===== config.mk =====
export PLATFORM = sky130hd
export DESIGN_NAME = bist_multi_comparator
export DESIGN_NICKNAME = d
export VERILOG_FILES = /design/src/rtl/bist_multi_comparator.sv
export SDC_FILE = /design/constraint.sdc
export NUM_CORES = 1
export LEC_CHECK = 0
export ABC_AREA = 0
export ABC_CLOCK_PERIOD_IN_PS = 19600
export CORE_AREA = 5 5 211 213
export DETAILED_ROUTE_END_ITERATION = 10
export DIE_AREA = 0 0 216 218
export SETUP_SLACK_MARGIN = 0.1
export SLEW_MARGIN = 20
export SYNTH_ARGS = -nofsm -noshare
export SYNTH_HDL_FRONTEND = slang
export SYNTH_SLANG_ARGS = --single-unit

===== constraint.sdc =====
create_clock -name clk -period 19.6 [get_ports clk]
set_input_delay 3.92 -clock clk [delete_from_list [all_inputs] [get_ports clk]]
set_output_delay 3.92 -clock clk [all_outputs]
set_load 0.03 [all_outputs]

===== src/rtl/bist_multi_comparator.sv =====
// bist_multi_comparator: multi-lane BIST result compare with sticky per-channel flags and a saturating fail count.
// Define BIST_CMP_FAIL_LOG_EN to add first-failing-beat capture (first_addr_o/first_ch_o/first_act_o/first_exp_o).
//
// state | meaning
// IDLE  | no session since reset
// RUN   | accepting beats; a captured last beat closes acceptance
// FLUSH | last beat draining through the compare pipeline
// DONE  | results final, held until start_i
module bist_multi_comparator #(
  parameter int DATA_W      = 32,
  parameter int NCH         = 4,
  parameter int ADDR_W      = 10,
  parameter int CNT_W       = 16,
  parameter int IGNORE_ZERO = 0
) (
  input  logic                  clk,
  input  logic                  rst,
  input  logic                  start_i,
  input  logic                  valid_i,
  input  logic                  last_i,
  input  logic [ADDR_W-1:0]     addr_i,
  input  logic [NCH*DATA_W-1:0] actual_i,
  input  logic [NCH*DATA_W-1:0] expected_i,
  input  logic [NCH-1:0]        ch_mask_i,
  output logic                  busy_o,
  output logic                  done_o,
  output logic                  pass_o,
  output logic                  error_o,
  output logic [NCH-1:0]        ch_error_o,
  output logic [CNT_W-1:0]      fail_cnt_o
`ifdef BIST_CMP_FAIL_LOG_EN
  ,
  output logic [ADDR_W-1:0]     first_addr_o,
  output logic [NCH-1:0]        first_ch_o,
  output logic [DATA_W-1:0]     first_act_o,
  output logic [DATA_W-1:0]     first_exp_o
`endif
);

  typedef enum logic [1:0] {S_IDLE, S_RUN, S_FLUSH, S_DONE} state_t;

  state_t                r_state, w_state_nxt;
  logic                  r_s0_vld, r_s0_last;
  logic [NCH*DATA_W-1:0] r_s0_act, r_s0_exp;
  logic [NCH-1:0]        r_s0_mask;
  logic                  r_s1_vld;
  logic [NCH-1:0]        r_s1_mis;
  logic                  r_error;
  logic [NCH-1:0]        r_ch_error;
  logic [CNT_W-1:0]      r_fail_cnt;
  logic                  w_accept, w_last_seen;
  logic [NCH-1:0]        w_mis;

  // Once the last beat sits in stage 0 nothing more is taken, even though the FSM is still in RUN.
  assign w_last_seen = r_s0_vld & r_s0_last;
  assign w_accept    = (r_state == S_RUN) & valid_i & ~start_i & ~w_last_seen;

  always_ff @(posedge clk or posedge rst) begin
    if (rst) r_state <= S_IDLE;
    else     r_state <= w_state_nxt;
  end

  always_comb begin
    w_state_nxt = r_state;
    if (start_i) begin
      w_state_nxt = S_RUN;
    end else begin
      case (r_state)
        S_RUN:   if (w_last_seen) w_state_nxt = S_FLUSH;
        S_FLUSH: w_state_nxt = S_DONE;
        default: ;
      endcase
    end
  end

  always_ff @(posedge clk or posedge rst) begin
    if (rst) begin
      r_s0_vld  <= 1'b0;
      r_s0_last <= 1'b0;
      r_s0_act  <= '0;
      r_s0_exp  <= '0;
      r_s0_mask <= '0;
    end else begin
      r_s0_vld <= w_accept;
      if (w_accept) begin
        r_s0_last <= last_i;
        r_s0_act  <= actual_i;
        r_s0_exp  <= expected_i;
        r_s0_mask <= ch_mask_i;
      end
    end
  end

  // Case inequality so X/Z on the observed data counts as a mismatch.
  always_comb begin
    w_mis = '0;
    for (int c = 0; c < NCH; c++) begin
      if (!r_s0_mask[c] &&
          (r_s0_act[c*DATA_W +: DATA_W] !== r_s0_exp[c*DATA_W +: DATA_W]) &&
          (IGNORE_ZERO == 0 || r_s0_act[c*DATA_W +: DATA_W] !== '0))
        w_mis[c] = 1'b1;
    end
  end

  always_ff @(posedge clk or posedge rst) begin
    if (rst) begin
      r_s1_vld <= 1'b0;
      r_s1_mis <= '0;
    end else begin
      r_s1_vld <= r_s0_vld & ~start_i;
      if (r_s0_vld) r_s1_mis <= w_mis;
    end
  end

  always_ff @(posedge clk or posedge rst) begin
    if (rst) begin
      r_error    <= 1'b0;
      r_ch_error <= '0;
      r_fail_cnt <= '0;
    end else if (start_i) begin
      r_error    <= 1'b0;
      r_ch_error <= '0;
      r_fail_cnt <= '0;
    end else if (r_s1_vld && (|r_s1_mis)) begin
      r_error    <= 1'b1;
      r_ch_error <= r_ch_error | r_s1_mis;
      if (r_fail_cnt != '1) r_fail_cnt <= r_fail_cnt + 1'b1;
    end
  end

  assign busy_o     = (r_state == S_RUN) | (r_state == S_FLUSH);
  assign done_o     = (r_state == S_DONE);
  assign pass_o     = done_o & ~r_error;
  assign error_o    = r_error;
  assign ch_error_o = r_ch_error;
  assign fail_cnt_o = r_fail_cnt;

`ifdef BIST_CMP_FAIL_LOG_EN
  logic [ADDR_W-1:0] r_s0_addr, r_s1_addr, r_first_addr;
  logic [NCH-1:0]    r_s1_ch, r_first_ch, w_first_ch;
  logic [DATA_W-1:0] r_s1_act, r_s1_exp, r_first_act, r_first_exp;
  logic [DATA_W-1:0] w_first_act, w_first_exp;

  always_ff @(posedge clk or posedge rst) begin
    if (rst)           r_s0_addr <= '0;
    else if (w_accept) r_s0_addr <= addr_i;
  end

  // Descending scan so the lowest failing channel wins.
  always_comb begin
    w_first_ch  = '0;
    w_first_act = '0;
    w_first_exp = '0;
    for (int c = NCH-1; c >= 0; c--) begin
      if (w_mis[c]) begin
        w_first_ch    = '0;
        w_first_ch[c] = 1'b1;
        w_first_act   = r_s0_act[c*DATA_W +: DATA_W];
        w_first_exp   = r_s0_exp[c*DATA_W +: DATA_W];
      end
    end
  end

  always_ff @(posedge clk or posedge rst) begin
    if (rst) begin
      r_s1_addr <= '0;
      r_s1_ch   <= '0;
      r_s1_act  <= '0;
      r_s1_exp  <= '0;
    end else if (r_s0_vld) begin
      r_s1_addr <= r_s0_addr;
      r_s1_ch   <= w_first_ch;
      r_s1_act  <= w_first_act;
      r_s1_exp  <= w_first_exp;
    end
  end

  always_ff @(posedge clk or posedge rst) begin
    if (rst) begin
      r_first_addr <= '0;
      r_first_ch   <= '0;
      r_first_act  <= '0;
      r_first_exp  <= '0;
    end else if (start_i) begin
      r_first_addr <= '0;
      r_first_ch   <= '0;
      r_first_act  <= '0;
      r_first_exp  <= '0;
    end else if (r_s1_vld && (|r_s1_mis) && !r_error) begin
      r_first_addr <= r_s1_addr;
      r_first_ch   <= r_s1_ch;
      r_first_act  <= r_s1_act;
      r_first_exp  <= r_s1_exp;
    end
  end

  assign first_addr_o = r_first_addr;
  assign first_ch_o   = r_first_ch;
  assign first_act_o  = r_first_act;
  assign first_exp_o  = r_first_exp;
`else
  logic w_unused_addr;
  assign w_unused_addr = ^addr_i;
`endif

endmodule

==> summary.txt <==
Internal -> 1640 uW
Register Area -> 7260 um2
H-tree Lvls -> 2
Register bit total from synthesis -> 290
Status -> finished clean
Core area -> 42500 um2
# setup viols final -> 0
Arr. time, crit path -> 7590 ps
Total grt overflow -> 0
Multiplexer share of the synthesized area -> 0.440%
Vias per cell -> 4.36
Post-synthesis compound-gate area fraction -> 1.24%
Synth top area share -> 58.1%
Sequential Power Share -> 43.4%
Worst setup margin -> 12470 ps
Sequential fraction of the synthesis area -> 58.1%
Final period util -> 36.4%
Final Max Slew Viols -> 0
Crit Path Max Fanout -> 181
Nets -> 1956
Comb pwr share -> 29.0%
Xor/xnor share of the synthesized area -> 9.88%
Number of remaining DRC errors -> 0
GR Util All Layers -> 14.2%
Hold Buf Count CTS -> 0
Post-place setup slack -> 11910 ps
CTS Buffer Depth -> 3
Most frequent cells in the layout -> 790 x nand2_1, 290 x dfrtp_1, 288 x clkdlybuf4s50_1
Area of the multi-input gates -> 4970 um2
Clk slew on worst S/H paths -> 60 ps
Port bufs -> 288
Leak pwr -> 0.00804 uW
Post-synth top area cell -> dfrtp_1
Clock buffer count from CTS -> 35
Post-synth cell types -> 37
Vias -> 9812
Root buffer cell -> clkbuf_16
Die Y -> 218 um
Syn_area_per_cell -> 8.87 um2
Pwr per Cell Area -> 143 nW/um2
Vias in the first global route -> 10253
Layout cells sized above 1 -> 4.23%
Minimum clock period -> 7130 ps
GPL Wtd Cong -> 0.801
Buffers inserted by post-CTS timing repair -> 0
Syn_nets -> 1689
Simple logic cell fraction of the synthesized area -> 27.8%
Worst Setup Start Kind -> input port
Most common cell after layout, fill and taps aside -> nand2_1
Hold/Removal Path Class -> flop to flop
DIE AREA -> 47100 um2
Row Count -> 76
Pwr Total -> 2450 uW
HPWL Detailed -> 23.2 mm
Area Growth Syn to Fin -> 36.8%
Final WL -> 33.7 mm
Switching Fraction -> 33.0%
Clock Power Share -> 27.5%
Crit end category -> flop
DR WL/cell -> 15.0 um
Main synth FF type -> dfrtp_1
Max_slew headroom -> 31.2%
Antenna violations before repair -> 4
Largest family of logic cells by synthesized area -> simple AND/OR/NAND/NOR gates
Chip width -> 216 um
Mapped cell area -> 12500 um2
First-pass GRT wire length -> 54.3 mm
Clk_skew -> 13.9 ps
F_max -> 140 MHz
Sink Count -> 290
Final hold vios -> 0
WP data required -> 20060 ps
Final ANT Viol Nets -> 0
Post-layout util -> 40.2%
RSZ-0062 raised after global routing -> no
Filler cells -> 4270
Starting Density -> 29.4%
Yosys warns -> 0
Fin Setup TNS -> 0 ps
DRT Pass-1 Iters -> 4
FFs w/ async S/R, synth -> 100%
Largest net degree at the start of global routing -> 182
I/O Pins -> 299
Max-cap violations -> 0
TritonCTS clock tree -> built
Least-Margin Pin Slew -> 1030 ps
Clk Latency, worst-skew pair -> 530 ps
Number of synthesized flops with an enable pin -> 0
Post_cts resized -> 0
Psw -> 806 uW
Cell count after synthesis -> 1410
Initial DRC Count -> 591
Critical path class -> input port to flop
Ranking of synthesized cells by area -> dfrtp_1 58%, nand2_1 24%, xnor2_1 9.5%
Synth Area in Adders -> 0.400%
Peak VDD IR -> 0.0000583 V
[metrics by stage]
| stage | area [um2] | std cells | hold slack [ps] |
|---|---|---|---|
| global placement | 15900 | 2186 | 459 |
| detailed placement | 15900 | 2186 | 464 |
| global route | 17100 | 2250 | 502 |
| CTS | 17100 | 2249 | 478 |
| finish | 17100 | 2251 | 475 |
| floorplan | 12500 | 1410 | 446 |
[logic make-up (layout without fill, tap and decap cells)]
family,after synthesis,after routing
and+or+nand+nor,877,877
DFF,290,290
xor gates and xnor gates,141,141
buffers and inverters,69,362
AOI/OAI and AO/OA,24,24
muxes,5,5
adders and majority gates,4,4
other,0,2
[synthesized netlist by cell type, drive strengths merged (2+ instances only)]
cell / count
ha: 4
nor3: 4
a31oi: 2
nor4: 10
nor2b: 2
nand3: 5
o211ai: 2
buf: 4
nor2: 21
clkbuf: 58
mux2: 4
xor2: 5
and3: 3
nand2: 790
a21oi: 12
xnor2: 136
inv: 7
a211oi: 3
dfrtp: 290
nand4: 36
[path summary, 6_finish.rpt]
| check | from | end | slack (ps) | cells after the start |
|---|---|---|---|---|
| worst max-delay path | start_i | r_s0_exp[51] | 12470 | 7 |
| worst min-delay path | r_s0_mask[2] | r_s0_mask[2] | 480 | 2 |
| worst max register to register | r_state[1] | r_s0_exp[51] | 16360 | 8 |
| worst min register to register | r_s0_mask[2] | r_s0_mask[2] | 480 | 2 |
| max in group asynchronous | rst | fail_cnt_o[4] | 14060 | 3 |
| min in group asynchronous | rst | r_s0_exp[109] | 3940 | 2 |
[per-layer routing]
metal / share of wire (%) / GRT usage (%) / vias to the layer above
met1: 46 / 18.9 / 4603
met2: 46 / 22.9 / 245
met5: 0.059 / 0 / -
met4: 2.5 / 4.94 / 2
met3: 5.7 / 3.26 / 57
li1: - / - / 4905
[worst max-delay path, cell delays in order]
cell and delay, ps:
clkdlybuf4s50_1 870, nand4b_1 450, buf_12 290, inv_8 790, buf_4 760, nand2_1 130, nand2_1 100
[cell type report]
cell class,instances,share of cell area [%]
flip-flops and latches,290,42.4
multi-input cells,1051,29.1
repair buffers,292,17.2
clock buffers,50,6.22
well taps,546,3.99
clock inverters,13,0.856
inverters,7,0.241
diodes,2,0.0293
[state kept, by name (all words and copies together) (netlist names)]
name,count
r_s0_act,128
r_s0_exp,128
fail_cnt_o,16
ch_error_o,4
r_s0_mask,4
r_s1_mis,4
r_state,2
error_o,1
r_s0_last,1
r_s0_vld,1
r_s1_vld,1
[power by group through the flow]
stage | clock [uW] | sequential, uW | combinational, uW
floorplan | 0 | 1040 | 528
global placement | 0 | 1060 | 708
detailed placement | 0 | 1070 | 722
CTS | 695 | 1060 | 729
global route | 721 | 1100 | 815
finish | 673 | 1060 | 710
No activity file was read; power rests on OpenSTA's default activity.
